`src/rtl/motor_pwm_if.sv`:
```
// Command and H-bridge bundle between the drive FSM and the motor PWM driver.
// Commands are level signals sampled every clock; there is no valid/ready handshake.
interface motor_pwm_if;
    logic [2:0] drive_state;
    logic [1:0] speed;
    logic       enable;
    logic       motor_l_in1;
    logic       motor_l_in2;
    logic       motor_l_pwm;
    logic       motor_r_in1;
    logic       motor_r_in2;
    logic       motor_r_pwm;
    logic       braking;
    logic [1:0] state_l;
    logic [1:0] state_r;

    modport master (
        output drive_state, speed, enable,
        input  motor_l_in1, motor_l_in2, motor_l_pwm,
        input  motor_r_in1, motor_r_in2, motor_r_pwm,
        input  braking, state_l, state_r
    );

    modport slave (
        input  drive_state, speed, enable,
        output motor_l_in1, motor_l_in2, motor_l_pwm,
        output motor_r_in1, motor_r_in2, motor_r_pwm,
        output braking, state_l, state_r
    );
endinterface

```
`src/rtl/motor_pwm_driver.sv`:
```
// Two-motor H-bridge driver: per-motor IDLE/RUN/DEAD FSM, ramped duty, shared PWM counter.
// Motor index 0 is the left motor, index 1 the right; state_l/state_r expose the FSMs.
module motor_pwm_driver #(
    parameter int PWM_PERIOD  = 2500,
    parameter int DEAD_CYCLES = 50000,
    parameter int RAMP_STEP   = 25,
    parameter int DUTY_1      = 1000,
    parameter int DUTY_2      = 1750,
    parameter int DUTY_3      = 2500
) (
    input  logic        clk_50,
    input  logic        reset,
    motor_pwm_if.slave  ctrl
);
    localparam int CW = $clog2(PWM_PERIOD + 1);
    localparam int DW = $clog2(DEAD_CYCLES + 1);

    localparam logic [CW-1:0] CNT_LAST  = CW'(PWM_PERIOD - 1);
    localparam logic [CW-1:0] DUTY_L1   = CW'(DUTY_1);
    localparam logic [CW-1:0] DUTY_L2   = CW'(DUTY_2);
    localparam logic [CW-1:0] DUTY_L3   = CW'(DUTY_3);
    localparam logic [CW:0]   RAMP_W    = (CW + 1)'(RAMP_STEP);
    localparam logic [CW-1:0] RAMP_N    = CW'(RAMP_STEP);
    localparam logic [DW-1:0] DEAD_LOAD = DW'(DEAD_CYCLES - 1);

    typedef enum logic [1:0] {
        S_IDLE = 2'd0,
        S_RUN  = 2'd1,
        S_DEAD = 2'd2
    } state_t;

    typedef enum logic [1:0] {
        REQ_OFF = 2'd0,
        REQ_FWD = 2'd1,
        REQ_REV = 2'd2
    } req_t;

    req_t          req [2];
    logic [CW-1:0] target;
    logic [CW-1:0] pwm_cnt;
    logic          boundary;
    logic [1:0]    in1_v;
    logic [1:0]    in2_v;
    logic [1:0]    pwm_v;
    logic [1:0]    dead_v;
    logic [1:0]    state_v [2];

    // Direction request per motor; invalid codes and enable=0 both mean off.
    always_comb begin
        req[0] = REQ_OFF;
        req[1] = REQ_OFF;
        if (ctrl.enable) begin
            case (ctrl.drive_state)
                3'd1: begin req[0] = REQ_FWD; req[1] = REQ_FWD; end
                3'd2: begin req[0] = REQ_REV; req[1] = REQ_REV; end
                3'd3: begin req[0] = REQ_REV; req[1] = REQ_FWD; end
                3'd4: begin req[0] = REQ_FWD; req[1] = REQ_REV; end
                default: ;
            endcase
        end
    end

    always_comb begin
        target = '0;
        case (ctrl.speed)
            2'd1:    target = DUTY_L1;
            2'd2:    target = DUTY_L2;
            2'd3:    target = DUTY_L3;
            default: target = '0;
        endcase
    end

    assign boundary = (pwm_cnt == CNT_LAST);

    always_ff @(posedge clk_50) begin
        if (reset) begin
            pwm_cnt <= '0;
        end else if (boundary) begin
            pwm_cnt <= '0;
        end else begin
            pwm_cnt <= pwm_cnt + CW'(1);
        end
    end

    for (genvar m = 0; m < 2; m++) begin : g_motor
        state_t        state_q, state_d;
        logic [CW-1:0] duty_q, duty_d;
        logic          rev_q, rev_d;
        logic [DW-1:0] dead_q, dead_d;
        logic          pwm_q;
        logic [CW:0]   up_sum;
        logic [CW:0]   down_gap;
        logic [CW-1:0] ramped;
        logic          req_on;
        logic          req_rev;

        assign req_on  = (req[m] != REQ_OFF);
        assign req_rev = (req[m] == REQ_REV);

        // One step toward target, computed one bit wider so the sum cannot wrap.
        always_comb begin
            up_sum   = {1'b0, duty_q} + RAMP_W;
            down_gap = '0;
            ramped   = duty_q;
            if (duty_q < target) begin
                ramped = (up_sum >= {1'b0, target}) ? target : up_sum[CW-1:0];
            end else if (duty_q > target) begin
                down_gap = {1'b0, duty_q} - {1'b0, target};
                ramped   = (down_gap <= RAMP_W) ? target : (duty_q - RAMP_N);
            end
        end

        // Off has priority over reversal, reversal over a speed change.
        always_comb begin
            state_d = state_q;
            duty_d  = duty_q;
            rev_d   = rev_q;
            dead_d  = dead_q;
            case (state_q)
                S_IDLE: begin
                    duty_d = '0;
                    if (req_on) begin
                        state_d = S_RUN;
                        rev_d   = req_rev;
                    end
                end
                S_RUN: begin
                    if (!req_on) begin
                        state_d = S_IDLE;
                        duty_d  = '0;
                    end else if (req_rev != rev_q) begin
                        state_d = S_DEAD;
                        duty_d  = '0;
                        dead_d  = DEAD_LOAD;
                    end else if (boundary) begin
                        duty_d = ramped;
                    end
                end
                S_DEAD: begin
                    duty_d = '0;
                    if (dead_q == '0) begin
                        if (req_on) begin
                            state_d = S_RUN;
                            rev_d   = req_rev;
                        end else begin
                            state_d = S_IDLE;
                        end
                    end else begin
                        dead_d = dead_q - DW'(1);
                    end
                end
                default: begin
                    state_d = S_IDLE;
                    duty_d  = '0;
                end
            endcase
        end

        always_ff @(posedge clk_50) begin
            if (reset) begin
                state_q <= S_IDLE;
                duty_q  <= '0;
                rev_q   <= 1'b0;
                dead_q  <= '0;
                pwm_q   <= 1'b0;
            end else begin
                state_q <= state_d;
                duty_q  <= duty_d;
                rev_q   <= rev_d;
                dead_q  <= dead_d;
                pwm_q   <= (pwm_cnt < duty_q);
            end
        end

        // Gating with the state register drops EN in the same cycle the motor leaves RUN.
        assign in1_v[m]   = (state_q == S_RUN) && !rev_q;
        assign in2_v[m]   = (state_q == S_RUN) && rev_q;
        assign pwm_v[m]   = (state_q == S_RUN) && pwm_q;
        assign dead_v[m]  = (state_q == S_DEAD);
        assign state_v[m] = state_q;
    end

    assign ctrl.motor_l_in1 = in1_v[0];
    assign ctrl.motor_l_in2 = in2_v[0];
    assign ctrl.motor_l_pwm = pwm_v[0];
    assign ctrl.motor_r_in1 = in1_v[1];
    assign ctrl.motor_r_in2 = in2_v[1];
    assign ctrl.motor_r_pwm = pwm_v[1];
    assign ctrl.braking     = |dead_v;
    assign ctrl.state_l     = state_v[0];
    assign ctrl.state_r     = state_v[1];
endmodule

```
`src/flat_wrapper.sv`:
```
// flat-port wrapper written by rule: the top's interface ports become plain ports
module motor_pwm_driver_flat 
#(
    parameter int PWM_PERIOD  = 2500,
    parameter int DEAD_CYCLES = 50000,
    parameter int RAMP_STEP   = 25,
    parameter int DUTY_1      = 1000,
    parameter int DUTY_2      = 1750,
    parameter int DUTY_3      = 2500
)
  (clk_50, reset, ctrl_drive_state, ctrl_speed, ctrl_enable, ctrl_motor_l_in1, ctrl_motor_l_in2, ctrl_motor_l_pwm, ctrl_motor_r_in1, ctrl_motor_r_in2, ctrl_motor_r_pwm, ctrl_braking, ctrl_state_l, ctrl_state_r);
  motor_pwm_if ctrl_i ();
  input  logic clk_50;
  input  logic reset;
  input wire logic [$bits(ctrl_i.drive_state)-1:0] ctrl_drive_state;
  input wire logic [$bits(ctrl_i.speed)-1:0] ctrl_speed;
  input wire logic [$bits(ctrl_i.enable)-1:0] ctrl_enable;
  output wire logic [$bits(ctrl_i.motor_l_in1)-1:0] ctrl_motor_l_in1;
  output wire logic [$bits(ctrl_i.motor_l_in2)-1:0] ctrl_motor_l_in2;
  output wire logic [$bits(ctrl_i.motor_l_pwm)-1:0] ctrl_motor_l_pwm;
  output wire logic [$bits(ctrl_i.motor_r_in1)-1:0] ctrl_motor_r_in1;
  output wire logic [$bits(ctrl_i.motor_r_in2)-1:0] ctrl_motor_r_in2;
  output wire logic [$bits(ctrl_i.motor_r_pwm)-1:0] ctrl_motor_r_pwm;
  output wire logic [$bits(ctrl_i.braking)-1:0] ctrl_braking;
  output wire logic [$bits(ctrl_i.state_l)-1:0] ctrl_state_l;
  output wire logic [$bits(ctrl_i.state_r)-1:0] ctrl_state_r;
  assign ctrl_i.drive_state = ctrl_drive_state;
  assign ctrl_i.speed = ctrl_speed;
  assign ctrl_i.enable = ctrl_enable;
  assign ctrl_motor_l_in1 = ctrl_i.motor_l_in1;
  assign ctrl_motor_l_in2 = ctrl_i.motor_l_in2;
  assign ctrl_motor_l_pwm = ctrl_i.motor_l_pwm;
  assign ctrl_motor_r_in1 = ctrl_i.motor_r_in1;
  assign ctrl_motor_r_in2 = ctrl_i.motor_r_in2;
  assign ctrl_motor_r_pwm = ctrl_i.motor_r_pwm;
  assign ctrl_braking = ctrl_i.braking;
  assign ctrl_state_l = ctrl_i.state_l;
  assign ctrl_state_r = ctrl_i.state_r;
  motor_pwm_driver #(.PWM_PERIOD(PWM_PERIOD), .DEAD_CYCLES(DEAD_CYCLES), .RAMP_STEP(RAMP_STEP), .DUTY_1(DUTY_1), .DUTY_2(DUTY_2), .DUTY_3(DUTY_3)) u_core (.clk_50(clk_50), .reset(reset), .ctrl(ctrl_i));
endmodule
```
`config.mk`:
```
export PLATFORM = sky130hd
export DESIGN_NAME = motor_pwm_driver_flat
export DESIGN_NICKNAME = d
export VERILOG_FILES = /design/src/rtl/motor_pwm_if.sv /design/src/rtl/motor_pwm_driver.sv /design/src/flat_wrapper.sv
export SDC_FILE = /design/constraint.sdc
export NUM_CORES = 1
export LEC_CHECK = 0
export CAP_MARGIN = 20
export CORE_MARGIN = 4
export CORE_UTILIZATION = 45
export DETAILED_ROUTE_END_ITERATION = 10
export GPL_ROUTABILITY_DRIVEN = 0
export GPL_TIMING_DRIVEN = 0
export PLACE_DENSITY_LB_ADDON = 0.12
export SYNTH_ARGS = -nofsm -noshare
export SYNTH_HDL_FRONTEND = slang
export SYNTH_SLANG_ARGS = --single-unit
```
`constraint.sdc`:
```
create_clock -name clk_50 -period 5.1 [get_ports clk_50]
set_input_delay 1.02 -clock clk_50 [delete_from_list [all_inputs] [get_ports clk_50]]
set_output_delay 1.02 -clock clk_50 [all_outputs]
set_load 0.02 [all_outputs]
```
# Word-level counts from Yosys, hierarchy flattened

Index checks and enable logic that the tools add are counted.

Input bits: 8
Bits in registers: 76

Muxes and demuxes: 37
Eq/ne operators: 28
Add/subtract/negate cells: 9
Bitwise operators: 4
Reduce and logical (&&, ||, !) cells: 32
Order comparisons: 10

Operator list:

| kind                    | number |
|---|---|
| $mux W12                | 8 |
| $mux W16                | 6 |
| $pmux W16 S2            | 2 |
| $lt A12 B12 Y1          | 4 |
| $pmux W12 S3            | 1 |
| $logic_not A16 Y1       | 2 |
| $sub A16 B1 Y16 const B | 2 |
| $add A12 B5 Y13 const B | 2 |
| $ge A13 B12 Y1          | 2 |
| $le A13 B5 Y1 const B   | 2 |
| $sub A12 B12 Y13        | 2 |
| $gt A12 B12 Y1          | 2 |
| $sub A12 B5 Y12 const B | 2 |
| $mux W2                 | 8 |
| $pmux W4 S4             | 1 |
| $reduce_bool A2 Y1      | 8 |
| $add A12 B1 Y12 const B | 1 |
| $eq A12 B12 Y1 const B  | 1 |
| $eq A2 B2 Y1 const B    | 6 |
| $ne A2 B1 Y1 const B    | 6 |
| $pmux W2 S3             | 2 |
| $ne A2 B2 Y1 const B    | 4 |
| $reduce_and A2 Y1       | 4 |
| $reduce_and A4 Y1       | 2 |
| other kinds (16)        | 40 |

# Depth between registers and ports, before layout

Gate-level depths: netlist of run 1.

Word-level depth: 8
Gate-level depth with buffers: 17
Depth with buffers taken out: 17

# Worst setup path after synthesis of run 1

OpenSTA, ideal clock, no wires.

Kind: input to register
Start: input ctrl_speed[1]
End: register u_core.g_motor[1].duty_q[7]
Arrival: 4.009 ns
Required time: 4.980 ns
Setup slack: 0.971 ns
Path buffers: 2
Stages: 15
Path through: inv_1 ha_1 o21bai_1 ha_1 buf_2 and4_1 and2_1 a221o_1 o211ai_1 or4_4 o31ai_2 buf_4 o21ai_0 a211oi_1 nor2_1

Longest elaborated chain between the ends: 7
Elaborated cells between the ends (all ways): 15

Ends and longest elaborated chain:

| item                                                | RTL line                | source |
|---|---|---|
| from (decl)                                         | flat_wrapper.sv:16      | `input wire logic [$bits(ctrl_i.speed)-1:0] ctrl_speed;` |
| $eq A2 B2 Y1 / $eq A2 B1 Y1 (equally long branches) | motor_pwm_driver.sv:65  | `case (ctrl.speed)` |
| $pmux W12 S3 (*)                                    | motor_pwm_driver.sv:65  |  |
| $sub A12 B12 Y13                                    | motor_pwm_driver.sv:108 | `down_gap = {1'b0, duty_q} - {1'b0, target};` |
| $le A13 B5 Y1                                       | motor_pwm_driver.sv:109 | `ramped = (down_gap <= RAMP_W) ? target : (duty_q - RAMP_N);` |
| $mux W12                                            | motor_pwm_driver.sv:109 |  |
| $mux W12                                            | motor_pwm_driver.sv:107 | `end else if (duty_q > target) begin` |
| $mux W12                                            | motor_pwm_driver.sv:105 | `if (duty_q < target) begin` |
| to (signal assigned)                                | motor_pwm_driver.sv:168 | `duty_q <= duty_d;` |
| to (decl)                                           | motor_pwm_driver.sv:87  | `logic [CW-1:0] duty_q, duty_d;` |

Every way passes the cells marked *; elsewhere a longest branch is shown, timed or not. The select of a mux whose other input is x is not followed.
A chain may end at the register's enable or synchronous reset.

# Worst setup path in the final report of run 1

Start: input ctrl_speed[0]
End: register u_core.g_motor[1].duty_q[3]

The elaborated chain is that of the path after synthesis.

==> impl_results.md, run 1 <==
- Nets@finish: 984
- Rel. slew slack: 22.8%
- Largest net degree at the start of global routing: 13
- CP dominant cell by count: sky130_fd_sc_hd__a211oi_1
- Root buf cell: sky130_fd_sc_hd__clkbuf_16
- First-pass GRT wire length: 30600 um
- DRC violation count after routing: 0
- Number of port buffers: 17
- Critical Path Start Type: primary input
- Floorplan die height: 130 um
- Per-instance average area after synthesis: 7.80 um^2
- Unique cell type count in the Yosys netlist: 73
- Sequential fraction of the synthesis area: 22.7%
- Fraction of synthesized cell area taken by the top area cell type: 22.7%
- GRT overflow: 0
- Post-route fraction of the period consumed by the critical path: 93.9%
- Clk slew on worst S/H paths: 60 ps
- Startpoint of the most critical hold path: u_core.g_motor[1].dead_q[1]
- Category of the worst setup path capture point: flip-flop
- Final setup violating endpoints: 0
- Final Skew: 7.92 ps
- Total Die Area: 0.0169 mm^2
- Post-route design area: 0.00754 mm^2
- Count of mapped cells out of synthesis: 861
- Tmin final: 4790 ps
- Leakage power: 0.00286 uW
- Power density over cell area: 194 mW/mm^2
- Total CTS buffers: 9
- Maximum fanout along the worst path: 11
- Cell Area, Synth: 0.00671 mm^2
- Synthesis Warnings: 0
- Vias in the first global route: 6203
- Final Hold Violating Endpoints: 0
- Data required time of the critical path: 5360 ps
- Gate family responsible for the most delay along the worst path: simple AND/OR/NAND/NOR gates
- Max VDD drop: 0.141 mV
- Status: finished clean
- Endpoint arrival time on the critical path: 5040 ps
- Reg-to-reg critical path startpoint: u_core.g_motor[1].duty_q[5]
- TritonCTS clock tree: done
- Hold path cells: 2
- Critical-path cell with the highest stage delay: sky130_fd_sc_hd__nor4_1
- Post-route ant nets: 0
- Number of filler cells placed in the layout: 1436
- Per-cell via count in the routed design: 6.12
- Register bit total from synthesis: 76
- # Max-Cap Violations: 0
- Net count of the mapped netlist: 949
- RSZ-0062 raised after global routing: no
- Commonest cells in the synthesized netlist: sky130_fd_sc_hd__nor2_1, sky130_fd_sc_hd__ha_1, sky130_fd_sc_hd__dfxtp_1
- Worst-skew pair later-pin latency: 340 ps
- Maximum number of buffers from clock root to sink: 2
- Worst reg2reg path endpoint: u_core.g_motor[1].duty_q[3]
- Htree depth: 3
- Effective utilization at floorplan: 46.0%
- Dominant cell by count in the synthesized netlist: sky130_fd_sc_hd__nor2_1
- Cell type with the largest total area after synthesis: sky130_fd_sc_hd__dfxtp_1
- Chip Width: 130 um
- Routed WL: 18900 um
- Boundary pin count: 19
- Count of clock tree sinks: 76
- Total cell area at the placement stage: 0.00712 mm^2
- Worst hold endpoint: u_core.g_motor[1].dead_q[1]
- Total area of sequential cells: 0.00152 mm^2
- Total number of vias: 6639
- Cells taking the most area after synthesis: sky130_fd_sc_hd__dfxtp_1, sky130_fd_sc_hd__ha_1, sky130_fd_sc_hd__xnor2_1, sky130_fd_sc_hd__a21oi_1, sky130_fd_sc_hd__nor2_1
- Pre-CTS worst setup slack: -836 ps
- Half-perimeter wire length after placement: 14400 um
- Antenna violations before repair: 0
- Core box area: 0.0146 mm^2
- Class of the worst hold path: reg -> reg
- Layout cell share with drive strength beyond 1: 7.00%
- Worst reg2reg path depth: 15
- Count of standard-cell rows: 44
- Mean routed wirelength per cell: 17.4 um
- Antenna diode count: 0
- Setup slack of the most critical reg-to-reg path: 580 ps
- Maximum single-stage delay on the critical path: 620 ps
- Number of enable flip-flop cells after synthesis: 0
- Final max-slew violation count: 0
- Setup slack after layout: 313 ps
- Area growth from synthesis to layout: 12.4%
- Worst Max-Slew Pin Slew: 1140 ps
- Async set-or-reset flop fraction in the synthesized netlist: 0%
- Initial drt markers: 536
- Number of search-and-repair iterations in the first detailed-routing pass: 5
- Category of the critical setup timing path: in -> reg
- Global routing usage summed across all routing layers: 22.2%
- Commonest register cell after synthesis: sky130_fd_sc_hd__dfxtp_1
- Worst Path Buf+Inv: 4
- Max Fclk: 209 MHz
- Cell-by-cell trace of the critical path: clkdlybuf4s50_1, inv_1, ha_4, clkinvlp_4, buf_4, ha_1, o21a_1, o21ai_0, a211oi_1, nor4_1, and2_1, nand2_1, a211oi_1, a311oi_1, a41oi_1
- Multi-input gate area in the final layout: 0.00498 mm^2
layout make-up:
class | count | share of cell area (%)
buffer | 28 | 1.56
timing repair buffer | 24 | 2.95
multi-input combinational | 705 | 66.0
sequential | 76 | 20.2
clock inverter | 4 | 0.348
clock buffer | 11 | 3.22
inverter | 52 | 2.69
tap | 184 | 3.05
registers in the layout, indices dropped and copies added, names as in the netlist:
signal,count
u_core.g_motor.pwm_q,2
u_core.pwm_cnt,12
u_core.g_motor.dead_q,32
u_core.g_motor.rev_q,2
u_core.g_motor.duty_q,24
u_core.ctrl.state_r,2
u_core.ctrl.state_l,2
power breakdown:
group | total (uW) | switching, uW | internal [uW]
clock | 603 | 263 | 340
sequential | 622 | 14.1 | 608
combinational | 235 | 136 | 98.6
total | 1460 | 414 | 1050
worst max path at each step:
stage / from / to / slack, ps / depth (start not counted)
5_1_grt: ctrl_speed[0] / u_core.g_motor[0].duty_q[7] / 50 / 14
2_1_floorplan: ctrl_speed[1] / u_core.g_motor[1].duty_q[7] / 970 / 15
4_1_cts: ctrl_speed[1] / u_core.g_motor[1].duty_q[7] / 4 / 14
6_report: ctrl_speed[0] / u_core.g_motor[1].duty_q[3] / 310 / 15
3_3_place_gp: ctrl_speed[1] / u_core.g_motor[1].duty_q[10] / -740 / 14
3_5_place_dp: ctrl_speed[1] / u_core.g_motor[1].duty_q[10] / -840 / 14
placed cells by master, fill, tap and decap left out, types with 6 or more instances in the layout:
cell	netlist	final
sky130_fd_sc_hd__a211o_1	7	7
sky130_fd_sc_hd__a211oi_1	15	15
sky130_fd_sc_hd__a21oi_1	71	71
sky130_fd_sc_hd__a221oi_1	9	8
sky130_fd_sc_hd__a31oi_1	10	10
sky130_fd_sc_hd__and2_1	11	11
sky130_fd_sc_hd__and3_1	9	9
sky130_fd_sc_hd__buf_2	5	6
sky130_fd_sc_hd__buf_4	1	7
sky130_fd_sc_hd__clkbuf_1	21	20
sky130_fd_sc_hd__clkbuf_16	0	9
sky130_fd_sc_hd__clkdlybuf4s50_1	0	16
sky130_fd_sc_hd__dfxtp_1	76	76
sky130_fd_sc_hd__ha_1	78	75
sky130_fd_sc_hd__inv_1	52	49
sky130_fd_sc_hd__nand2_1	58	58
sky130_fd_sc_hd__nand2b_1	14	14
sky130_fd_sc_hd__nand3_1	25	25
sky130_fd_sc_hd__nand3b_1	6	6
sky130_fd_sc_hd__nand4_1	18	18
sky130_fd_sc_hd__nor2_1	84	82
sky130_fd_sc_hd__nor2b_1	13	13
sky130_fd_sc_hd__nor3_1	33	32
sky130_fd_sc_hd__nor4_1	14	14
sky130_fd_sc_hd__o211ai_1	11	11
sky130_fd_sc_hd__o21a_1	9	9
sky130_fd_sc_hd__o21ai_0	38	38
sky130_fd_sc_hd__or3_1	8	8
sky130_fd_sc_hd__xnor2_1	41	41
sky130_fd_sc_hd__xor2_1	27	27
per-stage QoR:
stage                     total power, uW  setup TNS (ps)  hold WS [ps]  util (%)  instances
after floorplan                       793               0           454         -        861
after global placement                847          -14380           475      48.8       1062
after detailed placement              855          -16320           488      48.8       1063
after CTS                            1460               0           496      51.1       1078
after global routing                 1520               0           526      51.7       1084
final                                1460               0           488      51.7       1084
worst reg2reg max path, stage by stage, from the launching register on:
cell	delay (ps)
sky130_fd_sc_hd__dfxtp_1	330
sky130_fd_sc_hd__clkbuf_1	370
sky130_fd_sc_hd__inv_1	220
sky130_fd_sc_hd__a21oi_1	550
sky130_fd_sc_hd__nand2_1	140
sky130_fd_sc_hd__xnor2_1	260
sky130_fd_sc_hd__ha_1	310
sky130_fd_sc_hd__o21a_1	120
sky130_fd_sc_hd__o21ai_0	240
sky130_fd_sc_hd__a211oi_1	80
sky130_fd_sc_hd__nor4_1	620
sky130_fd_sc_hd__and2_1	330
sky130_fd_sc_hd__nand2_1	240
sky130_fd_sc_hd__a211oi_1	300
sky130_fd_sc_hd__a311oi_1	70
sky130_fd_sc_hd__a41oi_1	270
routing by layer:
metal  wire, um  part of all wire [%]  up-vias  global-route usage [%]
met5          0                     0        -                       0
met4        383                   2.0        0                    6.85
met3       1020                   5.4       44                    3.97
met2       8730                    46      236                    36.5
met1       8760                    46     3118                    29.6
li1           -                     -     3241                       -
logic make-up after synthesis:
logic type	synth area share [%]
and+or+nand+nor	23.7
AOI/OAI and AO/OA	23.8
buffers and inverters	4.62
adders and majority gates	15.1
DFF	22.7
xor gates and xnor gates	8.87
muxes	1.23
timing repair:
| action | 4_1_cts | 5_1_grt |
|---|---|---|
| pin swaps | 0 | 0 |
| hold buffers | 0 | 0 |
| setup endpoints to repair | 24 | 24 |
| setup buffers | 0 | 6 |
| endpoints found under the hold margin | 0 | 0 |
| gates resized for setup | 13 | 11 |
(Power assumes the default switching activity.)
==> run 2, diff against run 1 <==
CAP_MARGIN = 0   (was 20)
==> impl_results.md, run 2 (synthesis results as in run 1) <==
- Status: finished clean
- First-pass GRT wire length: 30900 um
- Vias in the first global route: 6228
- TritonCTS clock tree: done
- Endpoint arrival time on the critical path: 5040 ps
- Category of the critical setup timing path: in -> reg
- Net switching power: 424 uW
- Pre-CTS worst setup slack: -766 ps
- Boundary pin count: 19
- Area growth from synthesis to layout: 12.8%
- Fin util: 51.9%
- Floorplan die height: 130 um
- Tmin final: 4840 ps
- Layout cell share with drive strength beyond 1: 7.22%
- Flip-flop count of the largest register after layout: 32
- Worst-skew pair later-pin latency: 330 ps
- Hold path cells: 2
- Post-route fraction of the period consumed by the critical path: 95.0%
- Worst Max-Slew Pin Slew: 1200 ps
- Data required time of the critical path: 5290 ps
- Switching part of the total power: 27.8%
- Reg with most FFs: u_core.g_motor.dead_q
- Final max-slew violation count: 0
- Half-perimeter wire length after placement: 14300 um
- GRT overflow: 0
- Per-cell via count in the routed design: 6.08
- Fraction of power consumed by the clock network: 43.9%
- Final Hold Violating Endpoints: 0
- Effective utilization at floorplan: 46.0%
- Chip Width: 130 um
- Worst reg2reg path depth: 15
- Power share of the combinational group: 15.3%
- Htree depth: 3
- Total number of vias: 6595
- Placed cell count: 1062
- Final Skew: 7.19 ps
- Most common cell after layout, fill and taps aside: sky130_fd_sc_hd__nor2_1
- Reg-to-reg critical path startpoint: u_core.g_motor[1].duty_q[5]
- Antenna violations before repair: 0
- Setup slack after layout: 255 ps
- Hold bufs inserted after CTS: 0
- Total Die Area: 0.0169 mm^2
- Max VDD drop: 0.142 mV
- Initial drt markers: 579
- Routed WL: 18800 um
- Count of standard-cell rows: 44
- Number of search-and-repair iterations in the first detailed-routing pass: 7
- Power density over cell area: 201 mW/mm^2
- Total CTS buffers: 9
- Core box area: 0.0146 mm^2
- Antenna diode count: 0
- Largest regs: u_core.g_motor.dead_q: 32 flops, u_core.g_motor.duty_q: 24 flops, u_core.pwm_cnt: 12 flops
- Worst reg2reg path endpoint: u_core.g_motor[1].duty_q[11]
- Setup slack of the most critical reg-to-reg path: 620 ps
- Most used cells in the layout excluding fill and tap cells: sky130_fd_sc_hd__nor2_1, sky130_fd_sc_hd__dfxtp_1, sky130_fd_sc_hd__ha_1, sky130_fd_sc_hd__a21oi_1, sky130_fd_sc_hd__nand2_1
- RSZ-0062 raised after global routing: no
- DRC violation count after routing: 0
- # Max-Cap Violations: 0
- Clk slew on worst S/H paths: 70 ps
- Count of clock tree sinks: 76
- Critical Path Start Type: primary input
- Largest net degree at the start of global routing: 15
- Root buf cell: sky130_fd_sc_hd__clkbuf_16
- Number of port buffers: 17
- Int Power: 1100 uW
- Max Fclk: 206 MHz
- Maximum fanout along the worst path: 11
- Seq pwr share: 40.8%
- Mean routed wirelength per cell: 17.4 um
- Global routing usage summed across all routing layers: 22.5%
- Final setup violating endpoints: 0
- Crit path launch: ctrl_speed[0]
- Number of filler cells placed in the layout: 1430
- Rel. slew slack: 19.1%
- Final cell count without fillers: 1084
- Leakage power: 0.00286 uW
- Category of the worst setup path capture point: flip-flop
- Post-route ant nets: 0
- Maximum number of buffers from clock root to sink: 2
- Nets@finish: 983
- CP endpoint: u_core.g_motor[0].duty_q[7]
- Class of the worst hold path: reg -> reg
==> run 2: cell count changes in the layout (fill, tap and decap cells not counted), sizes merged <==
cell / before / now
inv: 50 / 52
buf: 14 / 13
clkinvlp: 3 / 5
bufinv: 0 / 1
clkinv: 3 / 0
clkbuf: 32 / 31
==> run 2: worst min-delay path by stage <==
stage	to	from	slack [ps]
after detailed placement	u_core.g_motor[1].dead_q[1]	u_core.g_motor[1].dead_q[1]	490
after global routing	u_core.g_motor[0].dead_q[8]	u_core.g_motor[0].dead_q[8]	510
after floorplan	u_core.pwm_cnt[0]	u_core.pwm_cnt[0]	450
after global placement	u_core.g_motor[1].dead_q[1]	u_core.g_motor[1].dead_q[1]	470
final	u_core.g_motor[1].dead_q[1]	u_core.g_motor[1].dead_q[1]	490
after CTS	u_core.g_motor[0].dead_q[8]	u_core.g_motor[0].dead_q[8]	500
==> run 2: power groups by stage <==
stage	clock network [uW]	registers (uW)	logic (uW)
floorplan	0	633	160
global placement	0	634	213
detailed placement	0	635	219
CTS	684	622	225
global route	708	624	263
finish	670	622	234
==> run 2: cell type report <==
| cell class | instances | area [um^2] | share of cell area [%] |
|---|---|---|---|
| Multi-Input combinational cell | 705 | 4980 | 65.7 |
| Sequential cell | 76 | 1520 | 20.1 |
| Clock buffer | 10 | 239 | 3.15 |
| Tap cell | 184 | 230 | 3.04 |
| Timing Repair Buffer | 23 | 218 | 2.87 |
| Inverter | 52 | 203 | 2.68 |
| Buffer | 28 | 118 | 1.55 |
| Clock inverter | 6 | 70.1 | 0.925 |
==> run 2: critical path, cell delays in order <==
cell and delay, ps:
sky130_fd_sc_hd__clkdlybuf4s50_1 470, sky130_fd_sc_hd__inv_1 160, sky130_fd_sc_hd__ha_2 410, sky130_fd_sc_hd__clkinvlp_4 240, sky130_fd_sc_hd__buf_4 220, sky130_fd_sc_hd__ha_1 340, sky130_fd_sc_hd__o21a_1 110, sky130_fd_sc_hd__o21ai_0 240
sky130_fd_sc_hd__nor2_1 100, sky130_fd_sc_hd__a2111oi_2 530, sky130_fd_sc_hd__nand3_1 210, sky130_fd_sc_hd__o2bb2ai_2 290, sky130_fd_sc_hd__nor2b_1 220, sky130_fd_sc_hd__a2111oi_0 390, sky130_fd_sc_hd__a211oi_1 90
==> run 2: through the flow <==
| stage | TNS, ps | instance area (um^2) | hold WS [ps] | power (uW) |
|---|---|---|---|---|
| final | 0 | 7570 | 489 | 1530 |
| after global routing | 0 | 7570 | 512 | 1590 |
| after CTS | 0 | 7480 | 496 | 1530 |
| after detailed placement | -16160 | 7110 | 486 | 854 |
| after global placement | -14380 | 7110 | 475 | 847 |
| after floorplan | 0 | 6710 | 454 | 793 |
==> run 2: timing repair <==
item / in CTS / in global routing
gates resized for setup: 12 / 12
setup buffers: 0 / 6
endpoints found under the setup margin: 24 / 24
==> run 2: routing by layer <==
| layer | vias to the layer above | routed length (um) | part of all wire, % | global-route usage (%) |
|---|---|---|---|---|
| met1 | 3121 | 8840 | 47 | 30.6 |
| li1 | 3249 | - | - | - |
| met2 | 198 | 8750 | 46 | 36.4 |
| met4 | 0 | 376 | 2.0 | 7.21 |
| met3 | 27 | 858 | 4.6 | 3.56 |
| met5 | - | 0 | 0 | 0 |
